`src/rtl/enemy_control.sv`:
```
// enemy_control: one-hot phase sequencer for a single enemy datapath, paced by the VGA frame tick.
// Optional feature: define ENEMY_CTRL_STATS_EN to add the move_count[15:0] output.
module enemy_control #(
   parameter int unsigned MOVE_DIV     = 2,
   parameter int unsigned DRAW_TIMEOUT = 300
) (
   input  logic        clock,
   input  logic        reset,
   input  logic        start,
   input  logic        enable,
   input  logic        frame_tick,
   input  logic        draw_done,
   output logic        init,
   output logic        idle,
   output logic        gen_move,
   output logic        apply_move,
   output logic        draw,
   output logic        frame_done,
   output logic        tick_overrun,
   output logic        draw_error
`ifdef ENEMY_CTRL_STATS_EN
   ,
   output logic [15:0] move_count
`endif
);

   typedef enum logic [2:0] {
      S_OFF    = 3'd0,
      S_INIT   = 3'd1,
      S_IDLE   = 3'd2,
      S_GEN    = 3'd3,
      S_SETTLE = 3'd4,
      S_APPLY  = 3'd5,
      S_DRAW   = 3'd6,
      S_DONE   = 3'd7
   } state_t;

   localparam logic [3:0] LAST_FRAME = 4'(MOVE_DIV - 1);
   localparam logic [8:0] LAST_DRAW  = 9'(DRAW_TIMEOUT - 1);

   state_t     state_q, state_d;
   logic [3:0] frame_q, frame_d;
   logic [8:0] to_q, to_d;
   logic       pend_q, pend_d;
   logic       overrun_q, overrun_d;
   logic       derr_q, derr_d;
   logic       init_q, idle_q, gen_q, apply_q, draw_q, done_q;
   logic       go;

   always_comb begin
      state_d   = state_q;
      frame_d   = frame_q;
      to_d      = 9'd0;
      pend_d    = pend_q;
      overrun_d = overrun_q;
      derr_d    = derr_q;
      go        = (state_q == S_IDLE) && enable && (frame_tick || pend_q);

      case (state_q)
         S_OFF: begin
            if (start) begin
               state_d = S_INIT;
            end else begin
               state_d = S_OFF;
            end
         end
         S_INIT:   state_d = S_IDLE;
         S_IDLE: begin
            if (go && (frame_q == LAST_FRAME)) begin
               frame_d = 4'd0;
               state_d = S_GEN;
            end else if (go) begin
               frame_d = frame_q + 4'd1;
               state_d = S_DRAW;
            end else begin
               state_d = S_IDLE;
            end
         end
         // SETTLE lets the collision detector see the new direction before APPLY samples it
         S_GEN:    state_d = S_SETTLE;
         S_SETTLE: state_d = S_APPLY;
         S_APPLY:  state_d = S_DRAW;
         S_DRAW: begin
            if (draw_done) begin
               state_d = S_DONE;
            end else if (to_q == LAST_DRAW) begin
               derr_d  = 1'b1;
               state_d = S_DONE;
            end else begin
               to_d    = to_q + 9'd1;
               state_d = S_DRAW;
            end
         end
         S_DONE:   state_d = S_IDLE;
         default:  state_d = S_OFF;
      endcase

      // one-deep tick buffer; a tick that finds the buffer full is reported, not queued
      if (go) begin
         pend_d = 1'b0;
      end else if (frame_tick) begin
         overrun_d = overrun_q | pend_q;
         pend_d    = 1'b1;
      end else begin
         pend_d = pend_q;
      end

      if (start) begin
         state_d   = S_INIT;
         frame_d   = 4'd0;
         to_d      = 9'd0;
         pend_d    = 1'b0;
         overrun_d = 1'b0;
         derr_d    = 1'b0;
      end else begin
         state_d = state_d;
      end
   end

   // phase strobes are decoded from the next state so they register alongside it
   always_ff @(posedge clock or negedge reset) begin
      if (!reset) begin
         state_q   <= S_OFF;
         frame_q   <= 4'd0;
         to_q      <= 9'd0;
         pend_q    <= 1'b0;
         overrun_q <= 1'b0;
         derr_q    <= 1'b0;
         init_q    <= 1'b0;
         idle_q    <= 1'b0;
         gen_q     <= 1'b0;
         apply_q   <= 1'b0;
         draw_q    <= 1'b0;
         done_q    <= 1'b0;
      end else begin
         state_q   <= state_d;
         frame_q   <= frame_d;
         to_q      <= to_d;
         pend_q    <= pend_d;
         overrun_q <= overrun_d;
         derr_q    <= derr_d;
         init_q    <= (state_d == S_INIT);
         idle_q    <= (state_d == S_IDLE);
         gen_q     <= (state_d == S_GEN);
         apply_q   <= (state_d == S_APPLY);
         draw_q    <= (state_d == S_DRAW);
         done_q    <= (state_d == S_DONE);
      end
   end

   assign init         = init_q;
   assign idle         = idle_q;
   assign gen_move     = gen_q;
   assign apply_move   = apply_q;
   assign draw         = draw_q;
   assign frame_done   = done_q;
   assign tick_overrun = overrun_q;
   assign draw_error   = derr_q;

`ifdef ENEMY_CTRL_STATS_EN
   logic [15:0] move_cnt_q;

   // counts APPLY cycles, wrapping naturally at 16 bits
   always_ff @(posedge clock or negedge reset) begin
      if (!reset) begin
         move_cnt_q <= 16'd0;
      end else if (start) begin
         move_cnt_q <= 16'd0;
      end else if (state_q == S_APPLY) begin
         move_cnt_q <= move_cnt_q + 16'd1;
      end else begin
         move_cnt_q <= move_cnt_q;
      end
   end

   assign move_count = move_cnt_q;
`endif

endmodule

```
`config.mk`:
```
export PLATFORM = sky130hd
export DESIGN_NAME = enemy_control
export DESIGN_NICKNAME = d
export VERILOG_FILES = /design/src/rtl/enemy_control.sv
export SDC_FILE = /design/constraint.sdc
export NUM_CORES = 1
export LEC_CHECK = 0
export ABC_AREA = 1
export CAP_MARGIN = 10
export CORE_MARGIN = 2
export CORE_UTILIZATION = 55
export DETAILED_ROUTE_END_ITERATION = 12
export PLACE_DENSITY = 0.79
export SYNTH_ARGS = -nofsm -noshare
export SYNTH_HDL_FRONTEND = slang
export SYNTH_SLANG_ARGS = --single-unit
```
`constraint.sdc`:
```
create_clock -name clock -period 2.21 [get_ports clock]
set_input_delay 0.221 -clock clock [delete_from_list [all_inputs] [get_ports clock]]
set_output_delay 0.221 -clock clock [all_outputs]
set_load 0.005 [all_outputs]
```
Yosys cells after proc, flatten, opt, wreduce, memory -nomap -nowiden:

Index checks and enable logic that the tools add are counted.

* add/subtract/negate cells: 2
* equality and inequality tests: 17
* mux-type cells: 24
* bitwise gates (word level): 1
* reduce and logical (&&, ||, !) cells: 15

Operators by type and width (count)
* 9-bit two-way mux: 4
* 3-bit equality test, second input constant: 7
* 3-bit one-hot mux with 7 select lines: 1
* 4-bit two-way mux: 4
* 3-bit by 2-bit equality test with 1-bit output, second input constant: 4
* 1-bit two-way mux: 12
* 9-bit by 1-bit adder with 9-bit output, second input constant: 1
* 9-bit equality test, second input constant: 1
* 3-bit two-way mux: 3
* 2-bit nonzero test: 4
* 3-bit by 1-bit equality test with 1-bit output, second input constant: 2
* 3-bit nonzero test: 2
* 4-bit by 1-bit adder with 4-bit output, second input constant: 1
* 4-bit by 1-bit equality test with 1-bit output, second input constant: 1
* 2-bit != test, second input constant: 2
* 2-bit AND reduction: 2
* 1-bit logical AND: 3
* 3-bit zero test: 1
* 3-bit AND reduction: 1
* 2-bit OR reduction: 1
* 1-bit logical OR: 1
* 1-bit bitwise OR: 1

* register bits: 25
* input bits: 6
* output and inout port bits: 8
* logic and storage cells: 71

Longest topological paths before layout:

Gate-level depths: netlist of the first run.

* depth after elaboration: 8
* gate-level depth with buffers: 9
* mapped depth without buffers: 9

Worst setup path before layout of the first run:

OpenSTA, ideal clock, no wires.

* kind: register to register
* start point: register to_q[0]
* end point: register gen_q (netlist: gen_move)
* setup time: 0.122 ns
* arrival: 1.109 ns
* required time: 2.088 ns
* setup slack: 0.979 ns
* stages on the path, launching flop included: 10
* buffers on the path: 0
* clock period less this slack: 1.231 ns
* cell sequence: dfrtp_1 > ha_1 > nand2_1 > nor2_1 > nand2_1 > nand2_1 > nand2_1 > nand4_1 > nand2_1 > nor2_1

* longest elaborated chain between the ends: 6

RTL lines
* from (decl): RTL line 43 `logic [8:0] to_q, to_d;`
* from (signal assigned): RTL line 138 `to_q <= to_d;`
* 9-bit equality test: RTL line 86 `end else if (to_q == LAST_DRAW) begin`
* 1-bit two-way mux: RTL line 86
* 1-bit two-way mux: RTL line 84 `if (draw_done) begin`
* 3-bit one-hot mux with 7 select lines: RTL line 59 `case (state_q)`
* 3-bit two-way mux: RTL line 108 `if (start) begin`
* via state_d[0]: RTL line 41 `state_t state_q, state_d;`
* 3-bit by 2-bit equality test with 1-bit output: RTL line 144 `gen_q <= (state_d == S_GEN);`
* to (signal assigned): RTL line 144
* to (decl): RTL line 47 `logic init_q, idle_q, gen_q, apply_q, draw_q, done_q;`

The timed path passes the listed nets, and every way through them passes these cells.
A chain may end at the register's enable or synchronous reset.

Final worst setup path of the first run:

Same ends and word-level chain as after synthesis.

==> results of run 1 <==
==> state kept, by name (all words and copies together), names as in the netlist <==
signal,cells
draw_error,1
frame_done,1
state_q,3
apply_move,1
idle,1
pend_q,1
frame_q,4
to_q,9
init,1
draw,1
tick_overrun,1
gen_move,1
==> kinds of logic after synthesis <==
kind of cell    after synthesis  synth area share [%]
compound gates               11                 6.217
simple gates                 71                 27.92
fa+ha+maj                     3                 3.162
xor+xnor                      4                 2.950
buf+inv                      22                 7.059
flops                        25                 52.69
==> worst max path at each step <==
stage	slack, ps	endpoint	startpoint
detailed placement	590	idle	start
finish	790	gen_move	to_q[0]
floorplan	980	gen_move	to_q[0]
CTS	780	tick_overrun	tick_overrun
global route	660	frame_done	to_q[0]
global placement	600	idle	start
==> power by group <==
part / switching (W) / internal [W] / total, W
logic: 0.0000520 / 0.0000399 / 0.0000920
registers: 0.0000105 / 0.000472 / 0.000483
clock network: 0.000133 / 0.0000678 / 0.000200
==> metrics by stage <==
stage	area [um^2]	total power, W	worst slack [ps]	instances
after floorplan	1187	0.0005373	979.1	136
after CTS	1383	0.0007840	784.0	180
after detailed placement	1355	0.0005844	586.7	176
after global placement	1355	0.0005809	599.5	176
final	1383	0.0007752	786.9	180
after global routing	1383	0.0008161	661.2	180
==> cell usage in the layout (no fill, tap or decap), drive strengths merged <==
cell,count
nand2,28
dfrtp,25
nor2,25
inv,20
clkdlybuf4s50,13
nand3,7
xor2,4
nor3,4
a21oi,4
o21ai,4
ha,3
clkbuf,3
nand4,3
a31oi,2
nor3b,2
clkinv,2
and3,1
o22ai,1
or2,1
buf,1
==> cell type report <==
type	count	area [um^2]	share of cell area (%)
Clock inverter	1	5.005	0.3620
Clock buffer	3	22.52	1.629
Timing Repair Buffer	14	137.6	9.955
Tap cell	27	33.78	2.443
Inverter	21	80.08	5.792
Sequential cell	25	625.6	45.25
Multi-Input combinational cell	89	478.0	34.57
==> worst max-delay path, stage by stage (launching register included) <==
cell and delay [ps]:
dfrtp_1 430, ha_1 240, nand2_1 60, nor2_1 40
nand2_1 100, nand2_1 60, nand2_1 90, nand4_1 140
nand2_1 120, nor2_1 50
==> per-layer routing <==
layer	vias to the layer above	wire [um]
li1	462	-
met1	417	946
met2	20	1079
met3	5	76
met4	0	41
met5	-	0
==> reports/results.ini, run 1 <==
[clock_network]
ctsResizeCount=0
max-clock-path-buffers=2
post-cts-setup-buffer-count=0
cts_tree=built
h-tree-depth=1
hold_buffers=0
clk_latency_ps=320
clk_pin_slew_ps=130
cts_made_buffers=3
cts_num_sinks=25
root_buffer=clkbuf_4

[cells_and_area]
final_core_util_pct=69.06
diodes=0
fillCellCount=174
synthToLayoutAreaGrowth_pct=16.44
drive_above_1_share_pct=13.07
finalNetCount=163

[yosys]
yosysTopAreaCell=dfrtp_1
synth_seq_cells=25
ys.warnings.count=0
ys_types=26
synth_flop_cell=dfrtp_1
async_reset_ff_share_pct=100.0
synth.most_common_cell=nand2_1
synth_nets=145
synth-edff-count=0
synthCells=136
syn_avg_cell_area_um2=8.731
synth_top_cells_by_count=nand2_1 (26), dfrtp_1 (25), nor2_1 (21)
synth.top_cell.area_share_pct=52.69
seq_area_frac_synth_pct=52.69
synth_area_leaders=dfrtp_1 (53%), nand2_1 (8.2%), nor2_1 (6.6%)
syn_area_um2=1187

[detailed_routing]
drt_first_pass_iters=4
drc_errors=0
drt-initial-drc-count=16
wl_um=2143
wl_per_cell_um=11.91
via_per_inst=5.022
ant_nets=0
vias=904

[grt]
grt.total_usage_pct=19.55
overflow=0
antenna_found_initial=0
grt_max_degree=26
use_met1_pct=23.97
grt_pass1_wl_um=3732
grt-busiest-layer=met2
grt_pass1_vias=916
met2_usage_pct=33.77
grt_util_met3_pct=3.571

[sta]
min_period_over_period_pct=64.40
fin_crit_ps=1423
hold_viol=0
slew_viol_final=0
finalSetupTns_ps=0
finalSetupViolations=0
whs_ps=254.3
worstMarginPinSlew_ps=338.5
grt_setup_unrepaired=false
relSlewSlack_pct=77.35
skew_ps=6.105
fmax_mhz=702.7

[critical_path]
crit_path_end_kind=flop
r2r_start=to_q[0]
r2r_cells=9
critical_path_class=flop to flop
crit_arrival_ps=1640
r2r-end=gen_move
cp_max_fo=3
critPathLaunchType=flop
r2r_setup_slack_ps=790
crit_required_ps=2430

[run_status]
status=finished clean

[power]
power_density_nw_per_um2=560.7
ir_worst_vdd_mv=0.5463
power_leakage_nw=0.6667

[floorplanning]
initial_core_util_pct=59.31
pin_count=14
die_w_um=50.47
die-area_um2=2547
die_h_um=50.47
row_count=16
coreArea_um2=2002

[job]
cap_violations=0

[place]
dpl.hpwl_um=1636
place.gp.congestion=0.8511
place.port_buffers=13

[worst_hold_path]
hold_path.class=primary input to asynchronous set/reset pin

(Power assumes the default switching activity.)
==> inputs of run 2 (changes only) <==
- CORE_UTILIZATION: 55 -> 48
- PLACE_DENSITY: 0.79 -> 0.73
- clock period: 2.21 -> 1.2 ns (I/O delays scaled with it)
==> reports/results.ini, run 2 (synthesis results as in run 1) <==
[cells_and_area]
synthToLayoutAreaGrowth_pct=44.26  ; was 16.44%
drive_above_1_share_pct=38.55  ; was 13.07%
multi_input_area_um2=605.6  ; was 478.0 um^2
max_flop_register=to_q  ; unchanged
final_cell_mix=dfrtp_1 (25), buf_4 (25), nand2_1 (23), inv_1 (15), nor2_1 (12)  ; was nand2_1 (26), dfrtp_1 (25), nor2_1 (21), inv_1 (16), clkdlybuf4s50_1 (13)
fillCellCount=187  ; was 174
finalNetCount=189  ; was 163
layout.area.seq_um2=625.6  ; unchanged
reg_top3=to_q x9, frame_q x4, state_q x3  ; unchanged
largest_reg_flops=9  ; unchanged
fin_area_um2=1713  ; was 1383 um^2
diodes=0  ; unchanged
stdcell_count=209  ; was 180

[detailed_routing]
drt_first_pass_iters=4  ; unchanged
ant_nets=0  ; unchanged
via_per_inst=4.871  ; was 5.022
drc_errors=0  ; unchanged
wl_um=2556  ; was 2143 um
drt-initial-drc-count=6  ; was 16
wl_per_cell_um=12.23  ; was 11.91 um
vias=1018  ; was 904

[sta]
hold_viol=0  ; unchanged
skew_ps=17.33  ; was 6.105 ps
min_period_over_period_pct=113.9  ; was 64.40%
fin_ws_ps=-167.0  ; was 786.9 ps
finalSetupViolations=19  ; was 0
fin_crit_ps=1367  ; was 1423 ps
slew_viol_final=0  ; unchanged
worstMarginPinSlew_ps=318.5  ; was 338.5 ps
grt_setup_unrepaired=true  ; was false
finalSetupTns_ps=-1708  ; was 0 ps
fmax_mhz=731.5  ; was 702.7 MHz
relSlewSlack_pct=78.77  ; was 77.35%

[critical_path]
crit_chain=inv_2, ha_2, nand2_2, nor2_2, nand3_1, nand4_1, nand2_1, nor2_1  ; was ha_1, nand2_1, nor2_1, nand2_1, nand2_1, nand2_1, nand4_1, nand2_1, nor2_1
crit_required_ps=1490  ; was 2430 ps
crit_arrival_ps=1650  ; was 1640 ps
critPathMaxStageDelay_ps=420  ; was 430 ps
cp_slowest_cell=dfrtp_1  ; unchanged
critical_path_class=flop to flop  ; unchanged
crit_path_end_kind=flop  ; unchanged
critPathLaunchType=flop  ; unchanged
cp_max_fo=3  ; unchanged

[floorplanning]
die_w_um=53.74  ; was 50.47 um
pin_count=14  ; unchanged
die_h_um=53.74  ; was 50.47 um
die-area_um2=2887  ; was 2547 um^2
initial_core_util_pct=49.27  ; was 59.31%
coreArea_um2=2410  ; was 2002 um^2
row_count=18  ; was 16

[grt]
antenna_found_initial=0  ; unchanged
overflow=0  ; unchanged
grt.total_usage_pct=21.84  ; was 19.55%
grt_pass1_vias=1039  ; was 916
grt_max_degree=26  ; unchanged
grt_pass1_wl_um=4485  ; was 3732 um

[worst_hold_path]
hold_path.class=primary input to asynchronous set/reset pin  ; unchanged

[place]
placed_cell_area_um2=1511  ; was 1355 um^2
place.gp.congestion=0.7151  ; was 0.8511
dpl.hpwl_um=1765  ; was 1636 um
pre_cts_slack_ps=-236.9  ; was 586.7 ps
place.port_buffers=13  ; unchanged
dp_cells=199  ; was 176

[power]
power_density_nw_per_um2=876.2  ; was 560.7 nW/um^2
power_leakage_nw=0.8187  ; was 0.6667 nW
ir_worst_vdd_mv=0.9057  ; was 0.5463 mV
power_w=0.001501  ; was 0.0007752 W

[clock_network]
clk_latency_ps=340  ; was 320 ps
max-clock-path-buffers=2  ; unchanged
clk_pin_slew_ps=150  ; was 130 ps
cts_num_sinks=25  ; unchanged
cts_made_buffers=3  ; unchanged
root_buffer=clkbuf_4  ; unchanged
hold_buffers=0  ; unchanged
h-tree-depth=1  ; unchanged
cts_tree=built  ; unchanged

[run_status]
violations=setup timing
status=finished, violations left  ; was finished clean

[job]
cap_violations=0  ; unchanged

==> run 2: cell types whose count changed in the layout (fill, tap and decap cells not counted), moves of 3 or more <==
cell / change
clkdlybuf4s50_1: -8
nor3_1: -3
buf_4: +24
dlygate4sd2_1: +8
nor2_1: -9
nor2_4: +3
nand2_1: -3
nor2_2: +6
==> run 2: metrics by stage <==
step                hold WS, ps  utilization [%]
floorplan                -175.6                -
global placement          482.3            62.72
detailed placement        481.2            62.72
CTS                       131.1            67.76
global route              152.2            71.08
finish                    111.9            71.08
==> run 2: routing by layer <==
| metal | track usage [%] | wire [um] | share of wire (%) |
|---|---|---|---|
| met2 | 39.43 | 1400 | 55 |
| met4 | 9.402 | 39 | 1.5 |
| met1 | 25.18 | 1059 | 41 |
| met5 | 0 | 0 | 0 |
| met3 | 3.611 | 56 | 2.2 |
==> run 2: layout make-up <==
class | count | area share (%)
clock buffers | 3 | 1.315
clock inverters | 1 | 0.4383
repair buffers | 40 | 19.28
well taps | 30 | 2.191
multi-input cells | 89 | 35.35
inverters | 21 | 4.894
flip-flops and latches | 25 | 36.52
==> run 2: power breakdown <==
part,total [W],leakage (nW),internal (W),switching (W)
registers,0.000889,0.339,0.000870,0.0000191
clock network,0.000401,0.0139,0.000128,0.000273
logic,0.000211,0.466,0.0000954,0.000115
total,0.00150,0.819,0.00109,0.000407
==> run 2: path summary, 6_finish.rpt <==
check	from	to	slack [ps]	depth (start not counted)
min reg2reg	draw_error	draw_error	510	2
max reg2reg	frame_q[1]	gen_move	-170	8
max in group asynchronous	reset	to_q[8]	830	2
min in group clock	start	init	430	2
max	frame_q[1]	gen_move	-170	8
min	reset	to_q[3]	110	2
==> run 2: critical path, delay by kind of cell (launching register included) <==
family | cells | cell delay, ps
buffers and inverters | 1 | 70
adder cells (fa/ha/maj) | 1 | 160
flip-flops | 1 | 420
AND/OR/NAND/NOR | 6 | 680
==> run 2: what timing repair did <==
action                     in CTS  in global routing
cloned                          0                  0
setup endpoints to repair      27                 22
pin swaps                       7                  6
setup buffers                   3                  4
gates resized for setup        31                 12
==> inputs of run 3 (changes only) <==
- CTS_CLUSTER_SIZE: default -> 16
==> results of run 3 <==
Same layout as run 2: the final DEF is identical, and so are final timing and power.
